[src/rtl/video_timing_gen.sv]
// Parametrised raster timing generator: hcount/vcount, sync, blank,
// line/frame strobes and a completed-frame counter.
module video_timing_gen #(
    parameter int H_ACTIVE  = 1024,
    parameter int H_FP      = 24,
    parameter int H_SYNC    = 136,
    parameter int H_BP      = 160,
    parameter int V_ACTIVE  = 768,
    parameter int V_FP      = 3,
    parameter int V_SYNC    = 6,
    parameter int V_BP      = 29,
    parameter bit HSYNC_POL = 1'b0,
    parameter bit VSYNC_POL = 1'b0,
    parameter int HCOUNT_W  = 11,
    parameter int VCOUNT_W  = 10,
    parameter int FRAME_W   = 8
) (
    input  logic                vclock,
    input  logic                reset,
    input  logic                ce,
    output logic [HCOUNT_W-1:0] hcount,
    output logic [VCOUNT_W-1:0] vcount,
    output logic                hsync,
    output logic                vsync,
    output logic                blank,
    output logic                line_start,
    output logic                frame_start,
    output logic [FRAME_W-1:0]  frame_count
);

    localparam int H_TOTAL = H_ACTIVE + H_FP + H_SYNC + H_BP;
    localparam int V_TOTAL = V_ACTIVE + V_FP + V_SYNC + V_BP;

    localparam logic [HCOUNT_W-1:0] H_LAST = HCOUNT_W'(H_TOTAL - 1);
    localparam logic [HCOUNT_W-1:0] H_ACT  = HCOUNT_W'(H_ACTIVE);
    localparam logic [HCOUNT_W-1:0] HS_BEG = HCOUNT_W'(H_ACTIVE + H_FP);
    localparam logic [HCOUNT_W-1:0] HS_END = HCOUNT_W'(H_ACTIVE + H_FP + H_SYNC);

    localparam logic [VCOUNT_W-1:0] V_LAST = VCOUNT_W'(V_TOTAL - 1);
    localparam logic [VCOUNT_W-1:0] V_ACT  = VCOUNT_W'(V_ACTIVE);
    localparam logic [VCOUNT_W-1:0] VS_BEG = VCOUNT_W'(V_ACTIVE + V_FP);
    localparam logic [VCOUNT_W-1:0] VS_END = VCOUNT_W'(V_ACTIVE + V_FP + V_SYNC);

    logic                h_wrap;
    logic                v_wrap;
    logic [HCOUNT_W-1:0] h_nxt;
    logic [VCOUNT_W-1:0] v_nxt;

    always_comb begin
        h_wrap = (hcount == H_LAST);
        v_wrap = (vcount == V_LAST);
        h_nxt  = h_wrap ? '0 : hcount + 1'b1;
        v_nxt  = vcount;
        if (h_wrap) begin
            v_nxt = v_wrap ? '0 : vcount + 1'b1;
        end
    end

    // Decode from the next counter values so every registered output
    // lines up with the counters it is presented alongside.
    always_ff @(posedge vclock or posedge reset) begin
        if (reset) begin
            hcount      <= '0;
            vcount      <= '0;
            hsync       <= ~HSYNC_POL;
            vsync       <= ~VSYNC_POL;
            blank       <= 1'b0;
            line_start  <= 1'b0;
            frame_start <= 1'b0;
            frame_count <= '0;
        end else begin
            line_start  <= 1'b0;
            frame_start <= 1'b0;
            if (ce) begin
                hcount      <= h_nxt;
                vcount      <= v_nxt;
                blank       <= (h_nxt >= H_ACT) || (v_nxt >= V_ACT);
                hsync       <= (h_nxt >= HS_BEG && h_nxt < HS_END)
                               ? HSYNC_POL : ~HSYNC_POL;
                vsync       <= (v_nxt >= VS_BEG && v_nxt < VS_END)
                               ? VSYNC_POL : ~VSYNC_POL;
                line_start  <= h_wrap;
                frame_start <= h_wrap && v_wrap;
                if (h_wrap && v_wrap) begin
                    frame_count <= frame_count + 1'b1;
                end
            end
        end
    end

endmodule

[config.mk]
export PLATFORM = sky130hd
export DESIGN_NAME = video_timing_gen
export DESIGN_NICKNAME = d
export VERILOG_FILES = /design/src/rtl/video_timing_gen.sv
export SDC_FILE = /design/constraint.sdc
export NUM_CORES = 1
export LEC_CHECK = 0
export CORE_MARGIN = 2
export CORE_UTILIZATION = 50
export DETAILED_ROUTE_END_ITERATION = 10
export GPL_TIMING_DRIVEN = 0
export PLACE_DENSITY = 0.83
export SKIP_LAST_GASP = 1
export SYNTH_ARGS = -nofsm -noshare
export SYNTH_HDL_FRONTEND = slang
export SYNTH_SLANG_ARGS = --single-unit
export TNS_END_PERCENT = 10
[constraint.sdc]
create_clock -name vclock -period 6.25 [get_ports vclock]
set_input_delay 1.25 -clock vclock [delete_from_list [all_inputs] [get_ports vclock]]
set_output_delay 1.25 -clock vclock [all_outputs]
set_load 0.02 [all_outputs]
; ---- Yosys cells after proc, flatten, opt, wreduce, memory -nomap -nowiden
; Index checks and enable logic that the tools add are counted.
[word_totals]
word_cells = 31
reg_bits = 34
[op_classes]
n_reduce_logical = 5
n_mux = 7
n_eq_ne = 2
n_lt_le_gt_ge = 6
add_sub_neg = 3
[ops]
columns = cell, count
row1 = "greater-or-equal comparator 11 bit, second input constant", 2
row2 = "greater-or-equal comparator 10 bit, second input constant", 2
row3 = two-way mux 10 bit, 2
row4 = "adder 11 x 1 -> 11 bit, second input constant", 1
row5 = "equality test 11 bit, second input constant", 1
row6 = "< comparator 11 bit, second input constant", 1
row7 = two-way mux 11 bit, 1
row8 = "adder 10 x 1 -> 10 bit, second input constant", 1
row9 = "equality test 10 bit, second input constant", 1
row10 = "< comparator 10 bit, second input constant", 1
row11 = "adder 8 x 1 -> 8 bit, second input constant", 1
row12 = two-way mux 1 bit, 4
row13 = logical AND 1 bit, 3
row14 = AND reduction 2 bit, 1
row15 = logical OR 1 bit, 1

; ---- Depth between registers and ports, before layout
; Gate-level depths: netlist of run 1.
[logic_depth]
depth_word = 6
depth_mapped = 8
mapped_depth_nobuf = 8

; ---- Worst setup path before layout of run 1
; No wires, ideal clock.
[synth_timing]
path_type = input -> register
start = input ce
end = register frame_count[5]
setup_time_ns = 0.130
path_stages = 6
n_path_buf = 1
arrival_time_ns = 2.307
path_slack_ns = 3.813
path_cell_list = clkbuf_1 -> inv_1 -> nor3_4 -> and4_1 -> nand3_1 -> xnor2_1
[synth_between]
elab_chain_len = 1
[synth_lines]
columns = element, line_no
row1 = start: declaration, 20  ; input logic ce,
row2 = AND reduction 2 bit (no source line), -
row3 = end signal: assignment, 85  ; frame_count <= frame_count + 1'b1;
row4 = end: declaration, 28  ; output logic [FRAME_W-1:0] frame_count
; Every way passes these cells.
; A chain may end at the register's enable or synchronous reset.

; ---- Worst setup path after layout of run 1
[layout_timing]
start = register vcount[0]
end = output vcount[0]
[layout_lines]
columns = element, line_no
row1 = start: declaration, 22  ; output logic [VCOUNT_W-1:0] vcount,
row2 = start signal: assignment, 76  ; vcount <= v_nxt;
; No word-level cell between the ends.

==> results of run 1 <==
## layer usage
| metal | track usage | vias up | routed length, um | share of wire |
|---|---|---|---|---|
| met2 | 0.343 | 76 | 2260 | 0.47 |
| met4 | 0.0875 | 0 | 58 | 0.012 |
| met3 | 0.0568 | 7 | 304 | 0.063 |
| li1 | - | 943 | - | - |
| met1 | 0.300 | 907 | 2230 | 0.46 |
| met5 | 0 | - | 0 | 0 |
## how the worst min path moves through the flow
| stage | to | from |
|---|---|---|
| after detailed placement | frame_count[7] | frame_count[7] |
| after global placement | frame_count[7] | frame_count[7] |
| final | frame_count[7] | frame_count[7] |
| after global routing | frame_count[7] | frame_count[7] |
| after floorplan | hsync | hsync |
| after CTS | frame_count[7] | frame_count[7] |
## placed cells by master, fill, tap and decap left out, types with 9 or more instances in the layout
cell	instances
nand2_1	25
clkdlybuf4s50_1	35
a21oi_1	9
nor2_1	23
nand3_1	9
o21ai_0	16
dfrtp_1	32
nand4_1	10
xnor2_1	10
## metrics by stage
step | cells | cell area (um2)
after CTS | 330 | 2590
final | 331 | 2620
after detailed placement | 322 | 2500
after global placement | 322 | 2500
after floorplan | 237 | 2090
after global routing | 331 | 2620
## layout make-up
class | count | area, um2 | share of cell area
Multi-Input combinational cell | 182 | 1150 | 0.438
Sequential cell | 34 | 853 | 0.326
Timing Repair Buffer | 36 | 378 | 0.144
Clock buffer | 6 | 82.6 | 0.0315
Tap cell | 50 | 62.6 | 0.0239
Buffer | 12 | 50.0 | 0.0191
Inverter | 9 | 33.8 | 0.0129
Clock inverter | 2 | 12.5 | 0.00477
## power by group through the flow
| stage | logic (mW) | clock network (mW) | registers (mW) |
|---|---|---|---|
| global route | 0.201 | 0.183 | 0.285 |
| floorplan | 0.0898 | 0 | 0.303 |
| global placement | 0.176 | 0 | 0.282 |
| finish | 0.186 | 0.172 | 0.282 |
| CTS | 0.184 | 0.175 | 0.280 |
| detailed placement | 0.183 | 0 | 0.284 |
## kinds of logic (layout without fill, tap and decap cells)
group,count (synthesis),after routing
and+or+nand+nor,104,104
AOI/OAI and AO/OA,53,53
DFF,34,34
buffers and inverters,21,65
xor gates and xnor gates,13,13
muxes,8,8
adders and majority gates,4,4
## flip-flops by register name, summed over array words and instances (netlist names)
register     flops
frame_start      1
line_start       1
hsync            1
hcount          11
vsync            1
blank            1
frame_count      8
vcount          10
## synthesized netlist by cell type, types with 2 or more instances
master and instances:
clkbuf_1 8, o41ai_1 2, dfrtp_1 32, buf_2 4
inv_1 9, dfstp_2 2, nand3_1 9, nand2_1 25
and4_1 2, o22ai_1 4, o21a_1 2, and2_1 7
o31ai_1 5, nand4_1 10, xor2_1 3, a31oi_1 4
nor2_1 23, o21ai_0 16, nor3_1 3, a21boi_0 2
a21o_1 2, xnor2_1 10, mux2_2 4, or3_1 2
nand3b_1 2, and4bb_2 2, and3_1 6, ha_1 4
a21oi_1 9, nor4_1 4, mux2i_1 4
==> results by group, run 1 <==
Pwr
  • Switching pwr: ~0.22 mW
  • Comb power frac: 0.291
  • Worst IR Drop VDD: between 200 and 250 uV
  • Final Power: roughly 0.64 mW
  • Sw Ratio: 0.342
  • P_int: 0.421 mW
  • Clock Power Share: 0.269
  • Lkg Pwr: 1.05 nW
  • Reg power frac: 0.440
  • PwrDens: between 200 and 250 nW/um2

STA
  • Tmin final: 2720 ps
  • Fmax achieved: around 370 MHz
  • Final Cycle Share: 0.435
  • Max Slew Vio Count: 0
  • RSZ-0062 raised after global routing: false
  • Setup TNS: 0 ps
  • Max-slew headroom: 0.606
  • Worst-margin pin slew: 587 ps
  • Fin. Hold Viols: 0
  • Worst hold slack: ~470 ps
  • Final Worst Setup Slack: 3530 ps
  • Final setup violation count: 0
  • Worst Skew: 1.46 ps

Global route
  • Grt ovf: 0
  • Global Route Usage Sum: 0.223
  • Antenna violations before repair: 0
  • Vias in the first global route: about 1,700
  • First-pass GRT wire length: around 8000 um
  • Largest net degree at the start of global routing: 35

Critical path
  • Critical R2R Capture: vsync
  • Critical Path Sink Type: output port
  • Slowest stage delay, CP: approximately 670 ps
  • Worst setup path startpoint: vcount[0]
  • Slowest stage cell, crit path: clkdlybuf4s50_1
  • R2R Setup Slk: approximately 3700 ps
  • CP Cell Sequence: clkdlybuf4s50_1
  • Worst setup path endpoint: vcount[0]
  • R2R cell count: 7
  • Critical Path Source Type: register
  • Critical path data arrival time: about 1500 ps
  • Required @ worst endpoint: around 5000 ps
  • CP max FO: 10
  • Critical path buffers and inverters: 1
  • CP Depth: 1
  • Reg-to-reg startpoint: hcount[0]
  • Cell family with most CP delay: buffers and inverters
  • Crit path kind: reg -> out

Final layout
  • ANT cells: 0
  • Share of post-route cells with drive strength above 1: 0.0925
  • Final nets: between 200 and 300
  • Post-layout util: 0.655
  • Fillers: roughly 350
  • Layout area overhead: 25.7%

Clock network
  • CTS tree: done
  • CTS Hold Bufs: 0
  • Clk sinks: 34
  • Clk buf depth: 2
  • H-tree lvl count: 2
  • CTS clk-pin slew, worst paths: approximately 70 ps
  • Skew-Pair Late Insertion Delay: 290 ps
  • Cts repair resizes: 0
  • Root buf cell: clkbuf_8
  • Post-CTS setup buffer count: 0
  • Num CTS Buffers: 5

Routing
  • Total number of vias: about 1,900
  • Residual DRC count: 0
  • Routed wire length: a little under 5000 um
  • DR vias/cell: around 5.8
  • Detail Route Antenna Nets: 0
  • Avg WL per Cell: approximately 15 um
  • DR iter-0 viols: approximately 180
  • Drt pass-1 iters: 7

Synthesis
  • Area leader, netlist: dfrtp_1
  • Syn Area/Cell: around 9 um2
  • Post-synthesis mux area share: 0.0408
  • Post-Synth XOR/XNOR Area: 0.0546
  • Synth Area in Compound Gates: 0.161
  • Post-synth top area share: 0.384
  • Dominant synthesized flop cell: dfrtp_1
  • Top post-synthesis cells by area: dfrtp_1 38%, nand2_1 4.5%, xnor2_1 4.2%, nor2_1 4.1%, o21ai_0 3.8%
  • Sequential area share after synthesis: 0.409
  • Yosys warns: 0
  • Largest family of logic cells by synthesized area: simple AND/OR/NAND/NOR gates
  • Post-synth EDFFs: 0
  • Post-Synth Simple-Gate Area: 0.271
  • Synth Cell Area: ~2100 um2
  • Synth Net Count: between 200 and 250
  • Adder-cell share of the synthesized area: 0.0240
  • Synth cell types: 47
  • Post-Syn Instances: between 200 and 250
  • Async SR Flop Fraction: 1.00
  • #FFs+latches synth: 34

Die
  • Die height: around 69 um
  • Row count: 23
  • Core area: between 4000 and 5000 um2
  • Die X: between 60 and 70 um
  • Starting Density: 0.521
  • IO Count: 37
  • Die Footprint: 4700 um2

Placed design
  • Worst slack at placement: 3450 ps
  • DP HPWL: ~3400 um
  • IO Port Bufs: 35
  • Global placement routability congestion: approximately 0.89

Flow run
  • Max-cap check violation count: 0

Outcome
  • Status: finished, final reports clean

Hold path
  • Hold Path Depth: 1
  • Hold Crit Class: reg -> reg
(Power assumes the default switching activity.)
==> inputs of run 2 (changes only) <==
--- a/config.mk
+++ b/config.mk
@@ -6,10 +6,10 @@
 export NUM_CORES = 1
 export LEC_CHECK = 0
 export CORE_MARGIN = 2
-export CORE_UTILIZATION = 50
+export CORE_UTILIZATION = 47
 export DETAILED_ROUTE_END_ITERATION = 10
 export GPL_TIMING_DRIVEN = 0
-export PLACE_DENSITY = 0.83
+export PLACE_DENSITY = 0.82
 export SKIP_LAST_GASP = 1
 export SYNTH_ARGS = -nofsm -noshare
 export SYNTH_HDL_FRONTEND = slang
==> constraint.sdc (replaced) <==
create_clock -name vclock -period 2.2 [get_ports vclock]
set_input_delay 0.44 -clock vclock [delete_from_list [all_inputs] [get_ports vclock]]
set_output_delay 0.44 -clock vclock [all_outputs]
set_load 0.02 [all_outputs]
==> run 2 against run 1 <==
Against the previous run:
- highest routed layer unchanged
- cell count is 4.5% higher
- total power rose to 3.2 times the previous value
- global-route usage down 0.059 points
- clock-buffer cell count shrank 1
- sequential share of layout area shrank 1.9 points
- die area grew 6.0%
- the flow now finishes with violations (setup timing)
- sequential power rose to 2.8 times the previous value
- wire length is 18% higher
- worst hold slack gained 14 ps
- via count grew 8.0%
- combinational power increased to 3.5 times the previous value
- final area increased by 7.4%
==> results by group, run 2 (same netlist as run 1, synthesis figures left out) <==
Routing
  • Routed wire length: 5720 um (was 4850 um)
  • Residual DRC count: 0 (unchanged)
  • Total number of vias: 2,088 (was 1,933)
  • DR iter-0 viols: 218 (was 184)
  • Drt pass-1 iters: 5 (was 7)
  • DR vias/cell: 6.03 (was 5.84)
  • Avg WL per Cell: 16.5 um (was 14.6 um)
  • Detail Route Antenna Nets: 0 (unchanged)

Final layout
  • Largest regs: hcount x11, vcount x10, frame_count x8 (unchanged)
  • Commonest non-fill, non-tap cell in the layout: clkdlybuf4s50_1 (unchanged)
  • Post-layout util: 0.651 (was 0.655)
  • Max reg flops: 11 (unchanged)
  • Most flops, register: hcount (unchanged)
  • Share of post-route cells with drive strength above 1: 0.197 (was 0.0925)
  • ANT cells: 0 (unchanged)
  • Layout area overhead: 35.0% (was 25.7%)
  • Commonest non-fill, non-tap cells in the layout: 35 x clkdlybuf4s50_1, 25 x dfrtp_1, 23 x nand2_1 (was 35 x clkdlybuf4s50_1, 32 x dfrtp_1, 25 x nand2_1)
  • Final nets: 300 (was 287)

Critical path
  • Critical Path Source Type: register (unchanged)
  • Reg-to-reg startpoint: hcount[9] (was hcount[0])
  • Critical path data arrival time: 2500 ps (was 1470 ps)
  • Critical Path Sink Type: register (was output port)
  • Required @ worst endpoint: 2350 ps (was 5000 ps)
  • Worst setup path startpoint: hcount[9] (was vcount[0])
  • Crit path kind: reg -> reg (was reg -> out)
  • CP max FO: 6 (was 10)

Hold path
  • Hold Crit Class: reg -> reg (unchanged)
  • Hold Startpoint: frame_count[7] (unchanged)

Die
  • IO Count: 37 (unchanged)
  • Row count: 24 (was 23)
  • Die height: 70.6 um (was 68.6 um)
  • Core area: 4320 um2 (was 4000 um2)
  • Starting Density: 0.482 (was 0.521)
  • Die Footprint: 4990 um2 (was 4700 um2)
  • Die X: 70.6 um (was 68.6 um)

Flow run
  • Max-cap check violation count: 0 (unchanged)

Global route
  • Grt ovf: 0 (unchanged)
  • Global Route Usage Sum: 0.222 (was 0.223)
  • Antenna violations before repair: 0 (unchanged)
  • Vias in the first global route: 1,833 (was 1,741)
  • First-pass GRT wire length: 8890 um (was 7820 um)
  • Largest net degree at the start of global routing: 35 (unchanged)

STA
  • Fmax achieved: 426 MHz
  • Tmin final: around 2300 ps
  • Final Worst Setup Slack: -146 ps (was 3530 ps)
  • Final Cycle Share: 1.07
  • Fin. Hold Viols: 0 (unchanged)
  • Worst-margin pin slew: 719 ps (was 587 ps)
  • Final setup violation count: 5 (was 0)
  • Max Slew Vio Count: 0 (unchanged)
  • Worst Skew: 6.93 ps (was 1.46 ps)
  • RSZ-0062 raised after global routing: true (was false)
  • Max-slew headroom: 0.520 (was 0.606)

Clock network
  • CTS clk-pin slew, worst paths: 80 ps (was 70 ps)
  • CTS tree: done (unchanged)
  • Clk buf depth: 2 (unchanged)
  • Root buf cell: clkbuf_8 (unchanged)
  • H-tree lvl count: 2 (unchanged)
  • CTS Hold Bufs: 0 (unchanged)
  • Clk sinks: 34 (unchanged)
  • Skew-Pair Late Insertion Delay: 290 ps (about the same)
  • Num CTS Buffers: 5 (unchanged)

Outcome
  • Status: finished with violations (was finished, final reports clean)
  • Failing checks: setup timing

Pwr
  • PwrDens: 725 nW/um2 (was 244 nW/um2)
  • Worst IR Drop VDD: 773 uV (was 234 uV)
  • Lkg Pwr: 1.14 nW (was 1.05 nW)
  • Final Power: 2.04 mW (was 0.640 mW)

Placed design
  • IO Port Bufs: 35 (unchanged)
  • DP HPWL: 3540 um (was 3440 um)
  • Global placement routability congestion: 0.876 (was 0.886)
==> run 2: changes by cell type in the layout (fill, tap and decap cells not counted), sizes merged <==
| cell | change |
|---|---|
| bufinv | +1 |
| clkbuf | -1 |
| buf | +13 |
| clkinv | -2 |
| clkinvlp | +1 |
| inv | +1 |
==> run 2: final timing paths <==
kind / end / cells past startpoint / slack [ps]
max: vcount[9] / 8 / -150
min: frame_count[7] / 1 / 490
max reg2reg: vcount[9] / 8 / -150
min reg2reg: frame_count[7] / 1 / 490
max in group asynchronous: hcount[2] / 2 / 1090
min in group asynchronous: hcount[7] / 2 / 590
==> run 2: what timing repair did <==
action / 4_1_cts / 5_1_grt
buffers inserted: 9 / 8
resized for setup: 10 / 8
pin swaps: 9 / 5
endpoints found under the setup margin: 9 / 14
==> run 2: critical path: stages (launching register included) <==
cell,delay [ps]
dfrtp_2,420
or2_4,270
or4_4,570
buf_8,170
buf_4,140
nor3_4,190
a31oi_1,160
a41oi_1,200
o22ai_1,90
==> run 2: final cells by class <==
| type | count | area (um2) |
|---|---|---|
| fillers | 384 | 1510 |
| well taps | 52 | 65.1 |
| clock buffers | 5 | 68.8 |
| plain buffers | 9 | 48.8 |
| inverters | 9 | 33.8 |
| clock inverters | 3 | 45.0 |
| repair buffers | 52 | 478 |
| flip-flops and latches | 34 | 862 |
| multi-input cells | 182 | 1210 |
==> run 2: routing by layer <==
metal / GRT usage / vias up / share of wire
li1: - / 971 / -
met3: 0.0442 / 11 / 0.066
met1: 0.294 / 1010 / 0.43
met5: 0 / - / 0
met4: 0.0671 / 0 / 0.014
met2: 0.372 / 96 / 0.49
==> run 2: report_power, final <==
part	total, mW	internal, mW	switching, mW
registers	0.800	0.693	0.107
clock network	0.587	0.337	0.250
logic	0.654	0.338	0.315
total	2.04	1.37	0.672
==> run 2: metrics by stage <==
stage,cells,setup TNS [ps],hold WS [ps],setup WS (ps),instance area [um2]
after floorplan,237,-52.9,516,-32.3,2110
after global placement,324,-405,461,-110,2530
after detailed placement,324,-700,488,-146,2530
after CTS,340,-25.6,500,-13.0,2750
after global routing,346,-907,515,-158,2820
final,346,-351,486,-146,2820
==> inputs of run 3 (changes only) <==
--- a/config.mk
+++ b/config.mk
@@ -14,4 +14,3 @@
 export SYNTH_ARGS = -nofsm -noshare
 export SYNTH_HDL_FRONTEND = slang
 export SYNTH_SLANG_ARGS = --single-unit
-export TNS_END_PERCENT = 10
==> run 3 against run 2 <==
Against the previous run:
- the run still ends with setup timing left
- critical path depth is the same
- clock skew barely moved
- wire length is 2.3% lower
- sequential share of layout area decreased by 0.85 points
- clock-buffer cell count stayed put
- register-to-register slack improved by 140 ps
- largest cell class unchanged
==> results by group, run 3 (same netlist as run 1, synthesis figures left out) <==
Outcome
  • Status: finished with violations (unchanged)
  • Failing checks: setup timing (unchanged)

STA
  • Max Slew Vio Count: 0 (unchanged)
  • Worst Skew: 6.64 ps (was 6.93 ps)
  • Setup TNS: -9.27 ps (was -351 ps)
  • Tmin final: 2210 ps (was 2350 ps)
  • Final setup violation count: 1 (was 5)
  • Final Cycle Share: 1.00 (was 1.07)
  • Max-slew headroom: 0.617 (was 0.520)
  • Fmax achieved: 453 MHz (was 426 MHz)
  • Fin. Hold Viols: 0 (unchanged)
  • RSZ-0062 raised after global routing: true (unchanged)
  • Worst-margin pin slew: 571 ps (was 719 ps)
  • Final Worst Setup Slack: -9.27 ps (was -146 ps)
  • Worst hold slack: 437 ps (was 486 ps)

Global route
  • Global Route Usage Sum: 0.208 (was 0.222)
  • Largest net degree at the start of global routing: 35 (unchanged)
  • Vias in the first global route: 1,807 (was 1,833)
  • Grt ovf: 0 (unchanged)
  • First-pass GRT wire length: 8330 um (was 8890 um)
  • Antenna violations before repair: 0 (unchanged)

Final layout
  • Layout area overhead: 39.1% (was 35.0%)
  • Seq. cell area: 863 um2 (was 862 um2)
  • Final Cell Area: 2900 um2 (was 2820 um2)
  • Commonest non-fill, non-tap cells in the layout: 35 x clkdlybuf4s50_1, 24 x dfrtp_1, 23 x nand2_1 (was 35 x clkdlybuf4s50_1, 25 x dfrtp_1, 23 x nand2_1)
  • Multi-input gate area: 1250 um2 (was 1210 um2)
  • Most flops, register: hcount (unchanged)
  • Largest regs: hcount x11, vcount x10, frame_count x8 (unchanged)
  • Commonest non-fill, non-tap cell in the layout: clkdlybuf4s50_1 (unchanged)
  • Max reg flops: 11 (unchanged)
  • Final nets: 301 (was 300)
  • Share of post-route cells with drive strength above 1: 0.220 (was 0.197)
  • Non-filler cells, final: 347 (was 346)
  • ANT cells: 0 (unchanged)
  • Fillers: 361 (was 384)
  • Post-layout util: 0.671 (was 0.651)

Critical path
  • Crit path kind: reg -> reg (unchanged)
  • Critical path data arrival time: 2430 ps (was 2500 ps)
  • Slowest stage cell, crit path: or4_4 (unchanged)
  • Critical R2R Capture: vsync (was vcount[9])
  • Reg-to-reg startpoint: hcount[1] (was hcount[9])
  • R2R cell count: 8 (unchanged)
  • Critical Path Source Type: register (unchanged)
  • Required @ worst endpoint: 2420 ps (was 2350 ps)
  • Slowest stage delay, CP: 600 ps (was 570 ps)
  • R2R Setup Slk: -9 ps (was -150 ps)
  • CP max FO: 6 (unchanged)
  • CP Cell Sequence: ha_4, nand2_4, or4_4, buf_8, nor2_4, xnor2_2, o2111ai_2, o32a_1 (was or2_4, or4_4, buf_8, buf_4, nor3_4, a31oi_1, a41oi_1, o22ai_1)
  • Critical Path Sink Type: register (unchanged)

Clock network
  • Num CTS Buffers: 5 (unchanged)
  • CTS Hold Bufs: 0 (unchanged)
  • CTS tree: done (unchanged)
  • Clk sinks: 34 (unchanged)
  • Skew-Pair Late Insertion Delay: 300 ps (was 290 ps)
  • CTS clk-pin slew, worst paths: 70 ps (was 80 ps)
  • Clk buf depth: 2 (unchanged)
  • H-tree lvl count: 2 (unchanged)
  • Root buf cell: clkbuf_8 (unchanged)

Die
  • Starting Density: 0.482 (unchanged)
  • IO Count: 37 (unchanged)
  • Row count: 24 (unchanged)
  • Die Footprint: 4990 um2 (unchanged)
  • Die height: 70.6 um (unchanged)
  • Core area: 4320 um2 (unchanged)
  • Die X: 70.6 um (unchanged)

Flow run
  • Max-cap check violation count: 0 (unchanged)

Pwr
  • Final Power: 2.11 mW (was 2.04 mW)
  • Worst IR Drop VDD: 830 uV (was 773 uV)
  • Lkg Pwr: 1.18 nW (was 1.14 nW)
  • PwrDens: 728 nW/um2 (was 725 nW/um2)

Placed design
  • Worst slack at placement: -159 ps (was -146 ps)
  • DP HPWL: 3410 um (was 3540 um)
  • IO Port Bufs: 35 (unchanged)
  • Placed cell areas: 2530 um2 (about the same)
  • Global placement routability congestion: 0.867 (was 0.876)
  • Post-Place Cells: 324 (unchanged)

Routing
  • Residual DRC count: 0 (unchanged)
  • Avg WL per Cell: 16.1 um (was 16.5 um)
  • DR iter-0 viols: 194 (was 218)
  • Detail Route Antenna Nets: 0 (unchanged)
  • Drt pass-1 iters: 5 (unchanged)
  • Total number of vias: 2,110 (was 2,088)
  • DR vias/cell: 6.08 (was 6.03)
  • Routed wire length: 5590 um (was 5720 um)

Hold path
  • Hold Crit Class: in -> async (was reg -> reg)
-- run 3: cell count changes in the layout (fill, tap and decap cells not counted), sizes merged --
| cell | delta |
|---|---|
| inv | -1 |
| clkinv | +2 |
| bufinv | +1 |
| clkinvlp | -2 |
| buf | +1 |
-- run 3: worst max-delay path by stage --
stage              start    end  slack, ps  cells after the start
5_1_grt        hcount[3]  vsync       -100                      7
6_report       hcount[1]  vsync         -9                      8
3_5_place_dp   hcount[0]  blank       -160                      7
4_1_cts        hcount[1]  vsync          2                      8
2_1_floorplan  hcount[2]  vsync        -10                      7
3_3_place_gp   hcount[6]  vsync       -110                      6
-- run 3: final cells by class --
cell class                 instances  share of cell area
multi-input combinational        182               0.430
sequential                        34               0.298
timing repair buffer              52               0.172
clock buffer                       5              0.0237
clock inverter                     3              0.0237
tap                               52              0.0224
buffer                            10              0.0194
inverter                           9              0.0116
-- run 3: timing repair --
action,4_1_cts,5_1_grt
pin swaps,7,10
gates cloned,0,0
endpoints found under the setup margin,8,13
resized for setup,9,18
setup buffers,10,6
-- run 3: worst max-delay path, delay by kind of cell, from the launching register on --
family	cells	cell delay, ps
AND/OR/NAND/NOR	3	760
buffers and inverters	1	170
adder cells (fa/ha/maj)	1	190
XOR/XNOR	1	120
AO/OA/AOI/OAI	2	490
flip-flops	1	410
-- run 3: where the power goes --
group          leakage, nW  total, mW  switching, mW  internal (mW)
logic                0.674      0.607          0.300          0.307
registers            0.433      0.808          0.112          0.696
clock network       0.0683      0.698          0.244          0.454
total                 1.18       2.11          0.657           1.46
-- run 3: per-layer routing --
layer,wire length (um),track usage,up-vias
met5,0,0,-
met4,137,0.0839,0
met3,400,0.0370,18
met2,2690,0.339,116
met1,2370,0.279,1000
li1,-,-,976
